**config.mk**
```make
export PLATFORM = sky130hd
export DESIGN_NAME = aes_round_scheduler
export DESIGN_NICKNAME = d
export VERILOG_FILES = /design/src/rtl/aes_round_scheduler.sv
export SDC_FILE = /design/constraint.sdc
export NUM_CORES = 1
export LEC_CHECK = 0
export ABC_CLOCK_PERIOD_IN_PS = 3390
export CORE_MARGIN = 2
export CORE_UTILIZATION = 30
export DETAILED_ROUTE_END_ITERATION = 6
export PLACE_DENSITY = 0.54
export SYNTH_ARGS = -nofsm -noshare
export SYNTH_HDL_FRONTEND = slang
export SYNTH_SLANG_ARGS = --single-unit
```
**constraint.sdc**
```tcl
create_clock -name clk -period 3.39 [get_ports clk]
set_input_delay 0.678 -clock clk [delete_from_list [all_inputs] [get_ports clk]]
set_output_delay 0.678 -clock clk [all_outputs]
set_load 0.01 [all_outputs]
```
**src/rtl/aes_round_scheduler.sv**
```systemverilog
// Byte-serial AES round sequencer: LOAD -> NR x ROUND -> FLUSH, with key requests and output flags.
// Optional feature: define AES_SCHED_ABORT_EN to add an abort input that returns the scheduler to IDLE.
module aes_round_scheduler #(
  parameter int NR  = 10,
  parameter int LAT = 12
) (
  input  logic       clk,
  input  logic       rst,
  input  logic       start,
  input  logic       encrypt,
  input  logic       in_valid,
`ifdef AES_SCHED_ABORT_EN
  input  logic       abort,
`endif
  output logic       in_ready,
  output logic       bpu_rst_synch,
  output logic       bpu_shift_left,
  output logic       sel_in,
  output logic [3:0] round_idx,
  output logic [3:0] byte_idx,
  output logic       last_round,
  output logic       key_req,
  output logic [3:0] key_idx,
  output logic       out_valid,
  output logic       done,
  output logic       load_err,
  output logic       busy
);

  typedef enum logic [1:0] {
    S_IDLE  = 2'd0,
    S_LOAD  = 2'd1,
    S_ROUND = 2'd2,
    S_FLUSH = 2'd3
  } state_t;

  localparam logic [3:0] NR_L     = 4'(NR);
  localparam logic [4:0] LAT_L    = 5'(LAT);
  localparam logic [4:0] LAT_LAST = 5'(LAT - 1);

  state_t     r_state;
  logic [3:0] r_byte_idx;
  logic [3:0] r_round_idx;
  logic [4:0] r_flush_cnt;
  logic       r_encrypt;

  state_t     w_state_next;
  logic [3:0] w_byte_idx_next;
  logic [3:0] w_round_idx_next;
  logic [4:0] w_flush_cnt_next;
  logic       w_encrypt_next;
  logic       w_abort;
  logic       w_abort_active;

`ifdef AES_SCHED_ABORT_EN
  assign w_abort = abort;
`else
  assign w_abort = 1'b0;
`endif

  // Abort only acts on an active block; in IDLE a simultaneous start still wins.
  assign w_abort_active = w_abort & (r_state != S_IDLE);

  always_ff @(posedge clk) begin
    if (rst) begin
      r_state     <= S_IDLE;
      r_byte_idx  <= 4'd0;
      r_round_idx <= 4'd0;
      r_flush_cnt <= 5'd0;
      r_encrypt   <= 1'b0;
    end else begin
      r_state     <= w_state_next;
      r_byte_idx  <= w_byte_idx_next;
      r_round_idx <= w_round_idx_next;
      r_flush_cnt <= w_flush_cnt_next;
      r_encrypt   <= w_encrypt_next;
    end
  end

  always_comb begin
    w_state_next     = r_state;
    w_byte_idx_next  = r_byte_idx;
    w_round_idx_next = r_round_idx;
    w_flush_cnt_next = r_flush_cnt;
    w_encrypt_next   = r_encrypt;
    unique case (r_state)
      S_IDLE: begin
        if (start) begin
          w_state_next     = S_LOAD;
          w_byte_idx_next  = 4'd0;
          w_round_idx_next = 4'd0;
          w_encrypt_next   = encrypt;
        end
      end
      S_LOAD: begin
        if (!in_valid) begin
          w_state_next     = S_IDLE;
          w_byte_idx_next  = 4'd0;
          w_round_idx_next = 4'd0;
        end else begin
          w_byte_idx_next = r_byte_idx + 4'd1;
          if (r_byte_idx == 4'd15) begin
            w_state_next     = S_ROUND;
            w_round_idx_next = 4'd1;
          end
        end
      end
      S_ROUND: begin
        w_byte_idx_next = r_byte_idx + 4'd1;
        if (r_byte_idx == 4'd15) begin
          if (r_round_idx == NR_L) begin
            w_state_next     = S_FLUSH;
            w_round_idx_next = 4'd0;
            w_flush_cnt_next = 5'd0;
          end else begin
            w_round_idx_next = r_round_idx + 4'd1;
          end
        end
      end
      S_FLUSH: begin
        w_flush_cnt_next = r_flush_cnt + 5'd1;
        if (r_flush_cnt == LAT_LAST) begin
          w_state_next     = S_IDLE;
          w_flush_cnt_next = 5'd0;
        end
      end
      default: w_state_next = S_IDLE;
    endcase
    if (w_abort_active) begin
      w_state_next     = S_IDLE;
      w_byte_idx_next  = 4'd0;
      w_round_idx_next = 4'd0;
      w_flush_cnt_next = 5'd0;
    end
  end

  always_comb begin
    busy           = (r_state != S_IDLE);
    in_ready       = (r_state == S_LOAD);
    bpu_rst_synch  = (r_state == S_IDLE);
    bpu_shift_left = r_encrypt & (r_state != S_IDLE);
    sel_in         = (r_state == S_ROUND);
    round_idx      = r_round_idx;
    byte_idx       = r_byte_idx;
    last_round     = (r_state == S_ROUND) && (r_round_idx == NR_L);
    load_err       = (r_state == S_LOAD) && !in_valid;
    key_req        = 1'b0;
    key_idx        = 4'd0;
    out_valid      = 1'b0;
    done           = 1'b0;
    if (!w_abort_active) begin
      key_req = (r_byte_idx == 4'd15) &&
                ((r_state == S_LOAD) || ((r_state == S_ROUND) && (r_round_idx != NR_L)));
      if (key_req) key_idx = r_round_idx + 4'd1;
      // Final bytes emerge LAT cycles after entering the last round; FLUSH is never longer than 16.
      out_valid = (r_state == S_FLUSH) ||
                  (last_round && ({1'b0, r_byte_idx} >= LAT_L));
      done      = (r_state == S_FLUSH) && (r_flush_cnt == LAT_LAST);
    end
  end

endmodule
```
# [Word level (Yosys, flattened, before mapping)]
# Index checks and enable logic that the tools add are counted.
[word_totals] out_inout_bits=22 register_bits=16
[op_classes] magnitude_cmp=1 reduce_logical=18 n_bitwise=1 addsub=3 n_mux=20 eq_ne=12
[op_table] operator="2-to-1 mux 4 bit" n=7
[op_table] operator="one-hot mux 4 bit (3 select lines)" n=2
[op_table] operator="2-to-1 mux 5 bit" n=3
[op_table] operator="2-to-1 mux 2 bit" n=6
[op_table] operator="one-hot mux 5 bit (2 select lines)" n=1
[op_table] operator="adder 4 x 1 -> 4 bit, second input constant" n=2
[op_table] operator="== test 4 bit, second input constant" n=2
[op_table] operator="one-hot mux 2 bit (4 select lines)" n=1
[op_table] operator="logical AND 1 bit" n=6
[op_table] operator="adder 5 x 1 -> 5 bit, second input constant" n=1
[op_table] operator="== test 5 x 4 -> 1 bit, second input constant" n=1
[op_table] operator="AND reduction 5 bit" n=1
[op_table] operator="== test 2 bit, second input constant" n=2
[op_table] operator="greater-or-equal comparator 4 bit, second input constant" n=1
[op_table] operator="!= test 2 x 1 -> 1 bit, second input constant" n=2
[op_table] operator="!= test 2 bit, second input constant" n=2
[op_table] operator="!= test 4 bit, second input constant" n=1
[op_table] operator="AND reduction 2 bit" n=2
[op_table] operator="AND reduction 4 bit" n=1
[op_table] operator="nonzero test 2 bit" n=2
[op_table] operator="!= test 3 x 2 -> 1 bit, second input constant" n=1
[op_table] operator="AND reduction 3 bit" n=1
[op_table] operator="nonzero test 3 bit" n=1
[op_table] operator="== test 2 x 1 -> 1 bit, second input constant" n=1
[op_table] operator="4 further kinds" n=5

# [Longest topological paths before layout]
# Gate-level depths: netlist of run 1.
[logic_depth] word_depth=5 ltp_mapped=7 ltp_nobuf=6

# [Worst setup path after synthesis of run 1]
# Ideal clock, no wire load.
[synth_timing] path_kind="reg2out" from="register r_state[0]" to="output key_idx[2]" path_stages_with_launch=8 setup_slack_ns=1.275 t_arrival_ns=1.437 t_required_ns=2.712 cell_sequence="dfxtp_1 inv_1 ha_1 buf_6 inv_1 nor2_1 o21ai_0 nor2_1"
[synth_between] elab_chain_len=5 elab_cells_between_ends=6 cone_classes="eq/ne (2); mux (1); reduce/logical (3)"
[synth_rtl] element="start, declared" line_no="41" rtl="state_t r_state;"
[synth_rtl] element="start signal, assigned" line_no="72" rtl="r_state <= w_state_next;"
[synth_rtl] element="== test 2 bit"
[synth_rtl] element="named net sel_in" line_no="18" rtl="output logic sel_in,"
[synth_rtl] element="logical AND 1 bit" line_no="153" rtl="((r_state == S_LOAD) || ((r_state == S_ROUND) && (r_round_idx != NR_L)));"
[synth_rtl] element="logical OR 1 bit" line_no="153"
[synth_rtl] element="logical AND 1 bit" line_no="152" rtl="key_req = (r_byte_idx == 4'd15) &&"
[synth_rtl] element="2-to-1 mux 4 bit" line_no="154" rtl="if (key_req) key_idx = r_round_idx + 4'd1;"
[synth_rtl] element="end, declared" line_no="23" rtl="output logic [3:0] key_idx,"
# The timed path passes the listed nets, and every way through them passes these cells.

# [Worst setup path in the final report of run 1]
[layout_timing] from="register r_state[0]" to="output key_idx[3]"
[layout_between] elab_chain_len=5 elab_cells_between_ends=6 cone_classes="eq/ne (2); mux (1); reduce/logical (3)"
[layout_rtl] element="== test 2 bit" line_no="153"
[layout_rtl] element="logical AND 1 bit" line_no="153"
[layout_rtl] element="logical OR 1 bit *" line_no="153"
[layout_rtl] element="logical AND 1 bit *" line_no="152"
[layout_rtl] element="2-to-1 mux 4 bit *" line_no="154"
# Every way passes the cells marked *; elsewhere a longest branch is shown, timed or not.

==> flow_metrics.py, run 1 <==
metrics = {
    "synth": {
        "synthesis.yosys.warnings": 0,
        "async_flop_share_pct": 0,
        "synthCells": 131,
        "yosys.area.top_type_share_pct": 29.6,
        "synth-edff-count": 0,
        "yosysSeqAreaShare_pct": 29.6,
        "synth_ff_type": "dfxtp_1",
        "synth_area_um2": 1080,
        "synth.distinct_cells": 45,
        "synth.largest_area_cell": "dfxtp_1",
        "syn-num-nets": 145,
        "synthTopCellsByArea": "dfxtp_1, ha_1, a21oi_1, nand3_1, nor2_1",
        "ys_seq_elements": 16,
        "synth_area_per_cell_um2": 8.27,
    },
    "finish": {
        "antennaDiodeCount": 0,
        "layout-drive-gt1-share_pct": 5.06,
        "fin_nets": 173,
        "layout_commonest_cell": "clkdlybuf4s50_1",
        "layout_common_cells": "clkdlybuf4s50_1, dfxtp_1, nor2_1, a21oi_1",
        "syn2layout_area_growth_pct": 30.3,
    },
    "floorplanning": {
        "rows": 21,
        "core_um2": 3420,
        "io_pins": 27,
        "chipHeight_um": 64.1,
        "dieWidth_um": 64.1,
        "start_util_pct": 31.7,
        "dieArea_um2": 4110,
    },
    "setup_path": {
        "cp_data_arrival_time_ns": 2.40,
        "worstSetupStartpointType": "flip-flop",
        "critPathRequiredTime_ns": 2.71,
        "crit_type": "flip-flop to output pin",
        "crit_path_end_kind": "output pin",
        "worstPathMaxFanout": 10,
    },
    "global_route": {
        "grt_pass1_vias": 1109,
        "grt_pass1_wl_mm": 5.02,
        "track_usage_pct": 14.9,
        "overflow": 0,
        "antenna_found_initial": 0,
        "grt_max_degree": 16,
    },
    "route": {
        "via_per_inst": 5.44,
        "vias": 1110,
        "routedWlPerCell_um": 13.8,
        "first_iter_violations": 60,
        "dr.pass1.iters": 4,
        "drc": 0,
        "drt_wl_total_mm": 2.82,
        "ant_nets": 0,
    },
    "clock_network": {
        "clk_pin_slew_ns": 0.10,
        "cts_tree": "yes",
        "cts_sinks": 16,
        "cts_hold_buf": 0,
        "root_buffer": "clkbuf_4",
        "cts_setup_buffers": 0,
        "clkLatencyLatePin_ns": 0.29,
        "cts_resized": 0,
        "cts-htree-levels": 1,
        "clk_path_buf_depth": 2,
        "numCtsBuffers": 3,
    },
    "timing": {
        "finalSetupViolCount": 0,
        "rsz0062_at_grt": "false",
        "fin_ws_ns": 0.308,
        "fmax_mhz": 324,
        "tightest_slew_ns": 0.547,
        "slew_viol_final": 0,
        "timing_hold_violations_final": 0,
        "finalCritPeriodShare_pct": 90.9,
        "min_period_ns": 3.08,
        "slew_headroom_pct": 63.2,
        "fin_skew_ns": 0.00452,
        "setup_tns_ns": 0,
    },
    "placed_design": {
        "hpwl_mm": 2.14,
        "place.gp.congestion": 0.862,
        "portBuffers": 26,
        "dp_slack_ns": 0.631,
    },
    "worst_hold_path": {
        "hold_class": "flip-flop to flip-flop",
    },
    "status": {
        "status": "finished clean",
    },
    "power_and_ir_drop": {
        "peakVddDrop_uv": 122,
        "p_leak_nw": 0.510,
        "power_density_nw_per_um2": 325,
    },
    "job": {
        "max-cap-violations": 0,
    },
}
worst max-delay path: stages, from the launching register on:
cell and delay (ns):
dfxtp_1 0.40, inv_1 0.11, ha_1 0.34, inv_1 0.15, nor2_1 0.07, o21ai_0 0.45
nor2_1 0.10, clkdlybuf4s50_1 0.50
worst paths after layout:
path                                 start           end  slack (ns)  depth (start not counted)
worst max-delay path            r_state[0]    key_idx[3]        0.31                          7
worst min-delay path             r_encrypt     r_encrypt        0.47                          2
worst max register to register  r_state[0]  round_idx[3]        1.25                          6
worst min register to register   r_encrypt     r_encrypt        0.47                          2
report_power, final:
| part | total, mW | leakage, nW | switching (mW) | internal (mW) |
|---|---|---|---|---|
| Sequential | 0.200 | 0.129 | 0.00600 | 0.194 |
| Combinational | 0.130 | 0.359 | 0.0700 | 0.0600 |
| Clock | 0.130 | 0.0210 | 0.0645 | 0.0653 |
| Total | 0.459 | 0.510 | 0.140 | 0.319 |
state kept, by name, summed over array words and instances, names as in the netlist, named ones only:
register and cells:
r_state 1, round_idx 4, byte_idx 4, r_flush_cnt 5, r_encrypt 1
per-stage QoR:
step | total power [mW] | util, % | cells | cell area [um2] | hold slack [ns]
after global routing | 0.487 | 41.3 | 204 | 1410 | 0.498
after detailed placement | 0.335 | 40.3 | 200 | 1380 | 0.453
after CTS | 0.467 | 41.3 | 204 | 1410 | 0.470
final | 0.459 | 41.3 | 204 | 1410 | 0.474
after floorplan | 0.288 | - | 131 | 1080 | 0.431
after global placement | 0.332 | 40.3 | 200 | 1380 | 0.440
per-layer routing:
layer / GRT usage [%] / share of wire, %
met4: 3.72 / 0.64
met2: 24.9 / 47
met5: 0 / 0
met1: 19.8 / 48
met3: 2.46 / 4.2
area by class of cell:
cell class,instances,area (um2)
inverter,9,33.8
multi-input combinational,102,696
fill,363,2000
tap,46,57.6
clock buffer,4,36.3
timing repair buffer,27,268
sequential,16,320
kinds of logic after synthesis:
logic type | share of synthesized area [%]
buf+inv | 6.24
flops | 29.6
mux | 2.89
xor+xnor | 3.23
simple gates | 26.6
fa+ha+maj | 10.4
compound gates | 21.1
Yosys cell counts (2+ instances only):
| master | instances |
|---|---|
| a21oi_1 | 10 |
| nor2b_1 | 2 |
| inv_1 | 9 |
| nor2_1 | 10 |
| o22ai_1 | 3 |
| dfxtp_1 | 16 |
| nand2b_1 | 2 |
| o21ai_0 | 6 |
| o31ai_1 | 2 |
| mux2i_1 | 2 |
| nand4b_1 | 2 |
| nand3b_1 | 4 |
| nand3_1 | 8 |
| ha_1 | 9 |
| xnor2_1 | 3 |
| nand4_1 | 3 |
| nand2_1 | 9 |
| nor3_1 | 3 |
| buf_6 | 2 |
(Power assumes the default switching activity.)
==> run 2, diff against run 1 <==
--- a/config.mk
+++ b/config.mk
@@ -6,10 +6,12 @@
 export NUM_CORES = 1
 export LEC_CHECK = 0
 export ABC_CLOCK_PERIOD_IN_PS = 3390
+export CELL_PAD_IN_SITES_DETAIL_PLACEMENT = 0
+export CELL_PAD_IN_SITES_GLOBAL_PLACEMENT = 1
 export CORE_MARGIN = 2
 export CORE_UTILIZATION = 30
 export DETAILED_ROUTE_END_ITERATION = 6
-export PLACE_DENSITY = 0.54
+export PLACE_DENSITY = 0.69
 export SYNTH_ARGS = -nofsm -noshare
 export SYNTH_HDL_FRONTEND = slang
 export SYNTH_SLANG_ARGS = --single-unit
==> flow_metrics.py, run 2 (synthesized netlist as in run 1, its figures left out) <==
metrics = {
    "finish": {
        "layout_common_cells": "clkdlybuf4s50_1, dfxtp_1, nor2_1, a21oi_1",
        "finalNonFillerCells": 203,
        "fill_cells": 372,
        "seqCellArea_um2": 320,
        "antennaDiodeCount": 0,
        "layout-drive-gt1-share_pct": 4.46,
        "final_area_um2": 1400,
        "largest_register_ff_count": 5,
        "fin_nets": 173,
        "layout_commonest_cell": "clkdlybuf4s50_1",
        "syn2layout_area_growth_pct": 29.0,
        "multi_input_area_um2": 696,
        "regMostFlops": "r_flush_cnt",
    },
    "route": {
        "vias": 1091,
        "ant_nets": 0,
        "drc": 0,
        "drt_wl_total_mm": 2.82,
        "routedWlPerCell_um": 13.9,
        "dr.pass1.iters": 4,
        "via_per_inst": 5.37,
        "first_iter_violations": 50,
    },
    "power_and_ir_drop": {
        "power_density_nw_per_um2": 310,
        "p_leak_nw": 0.503,
        "peakVddDrop_uv": 130,
        "p_sw_mw": 0.138,
        "p_seq_share_pct": 46.0,
        "clockPowerShare_pct": 23.8,
        "sw_frac_of_total_pct": 31.9,
        "finalPower_mw": 0.433,
        "power.internal_mw": 0.295,
        "p_comb_share_pct": 30.1,
    },
    "setup_path": {
        "crit_type": "flip-flop to output pin",
        "critPathRequiredTime_ns": 2.71,
        "worstPathMaxFanout": 10,
        "crit_path_end_kind": "output pin",
        "r2r_slack_ns": 1.27,
        "cp_data_arrival_time_ns": 2.36,
        "worstSetupStartpointType": "flip-flop",
    },
    "job": {
        "max-cap-violations": 0,
    },
    "clock_network": {
        "clkLatencyLatePin_ns": 0.28,
        "root_buffer": "clkbuf_4",
        "clk_pin_slew_ns": 0.10,
        "cts_hold_buf": 0,
        "cts_tree": "yes",
        "cts_sinks": 16,
        "cts_resized": 0,
        "cts-htree-levels": 1,
        "cts_setup_buffers": 0,
        "numCtsBuffers": 3,
        "clk_path_buf_depth": 2,
    },
    "placed_design": {
        "dp.cells": 200,
        "place.gp.congestion": 0.862,
        "hpwl_mm": 2.12,
        "place_area_um2": 1380,
        "dp_slack_ns": 0.656,
        "portBuffers": 26,
    },
    "timing": {
        "fin_ws_ns": 0.351,
        "tightest_slew_ns": 0.555,
        "timing_hold_violations_final": 0,
        "fmax_mhz": 329,
        "finalSetupViolCount": 0,
        "slew_headroom_pct": 62.5,
        "min_period_ns": 3.04,
        "fin_skew_ns": 0.00107,
        "setup_tns_ns": 0,
        "finalCritPeriodShare_pct": 89.6,
        "rsz0062_at_grt": "false",
        "slew_viol_final": 0,
    },
    "floorplanning": {
        "dieWidth_um": 64.1,
        "start_util_pct": 31.7,
        "rows": 21,
        "core_um2": 3420,
        "chipHeight_um": 64.1,
        "dieArea_um2": 4110,
        "io_pins": 27,
    },
    "global_route": {
        "track_usage_pct": 14.2,
        "grt_pass1_wl_mm": 4.71,
        "antenna_found_initial": 0,
        "grt_max_degree": 16,
        "overflow": 0,
        "grt_pass1_vias": 1024,
    },
    "worst_hold_path": {
        "hold_class": "flip-flop to flip-flop",
    },
    "status": {
        "status": "finished clean",
    },
}
==> run 2: cell count changes in the layout (fill, tap and decap cells not counted), sizes merged <==
| cell | change |
|---|---|
| clkbuf | -1 |
==> run 2: final timing paths <==
kind         depth (start not counted)           end  startpoint
max                                  7    key_idx[3]  r_state[0]
min                                  2     r_encrypt   r_encrypt
max reg2reg                          6  round_idx[3]  r_state[0]
min reg2reg                          2     r_encrypt   r_encrypt
==> run 2: critical path: stages, from the launching register on <==
cell and delay [ns]:
dfxtp_1 0.39, inv_1 0.11, ha_1 0.34, inv_1 0.15, nor2_1 0.07, o21ai_0 0.41
nor2_1 0.11, clkdlybuf4s50_1 0.50
==> run 2: power groups by stage <==
stage	Clock (mW)	Combinational [mW]	Sequential, mW
global route	0.118	0.142	0.200
detailed placement	0	0.130	0.204
global placement	0	0.130	0.203
CTS	0.109	0.131	0.199
floorplan	0	0.0856	0.203
finish	0.103	0.130	0.199
==> run 2: layout make-up <==
cell class                      count  share of cell area [%]
Multi-Input combinational cell    102                    49.8
Sequential cell                    16                    22.9
Timing Repair Buffer               27                    19.2
Tap cell                           46                    4.12
Inverter                            9                    2.42
Clock buffer                        3                    1.61
==> run 2: through the flow <==
stage	utilization, %	hold WS [ns]
finish	40.9	0.475
CTS	40.9	0.479
detailed placement	40.3	0.464
global route	40.9	0.505
global placement	40.3	0.438
floorplan	-	0.431
==> run 2: metal layers <==
metal	vias to the layer above	part of all wire [%]	routed length (um)	GRT usage, %
met3	2	3.4	96	2.99
met5	-	0	0	0
met4	0	0.60	17	3.19
li1	534	-	-	-
met2	22	46	1300	22.5
met1	533	50	1410	19.8
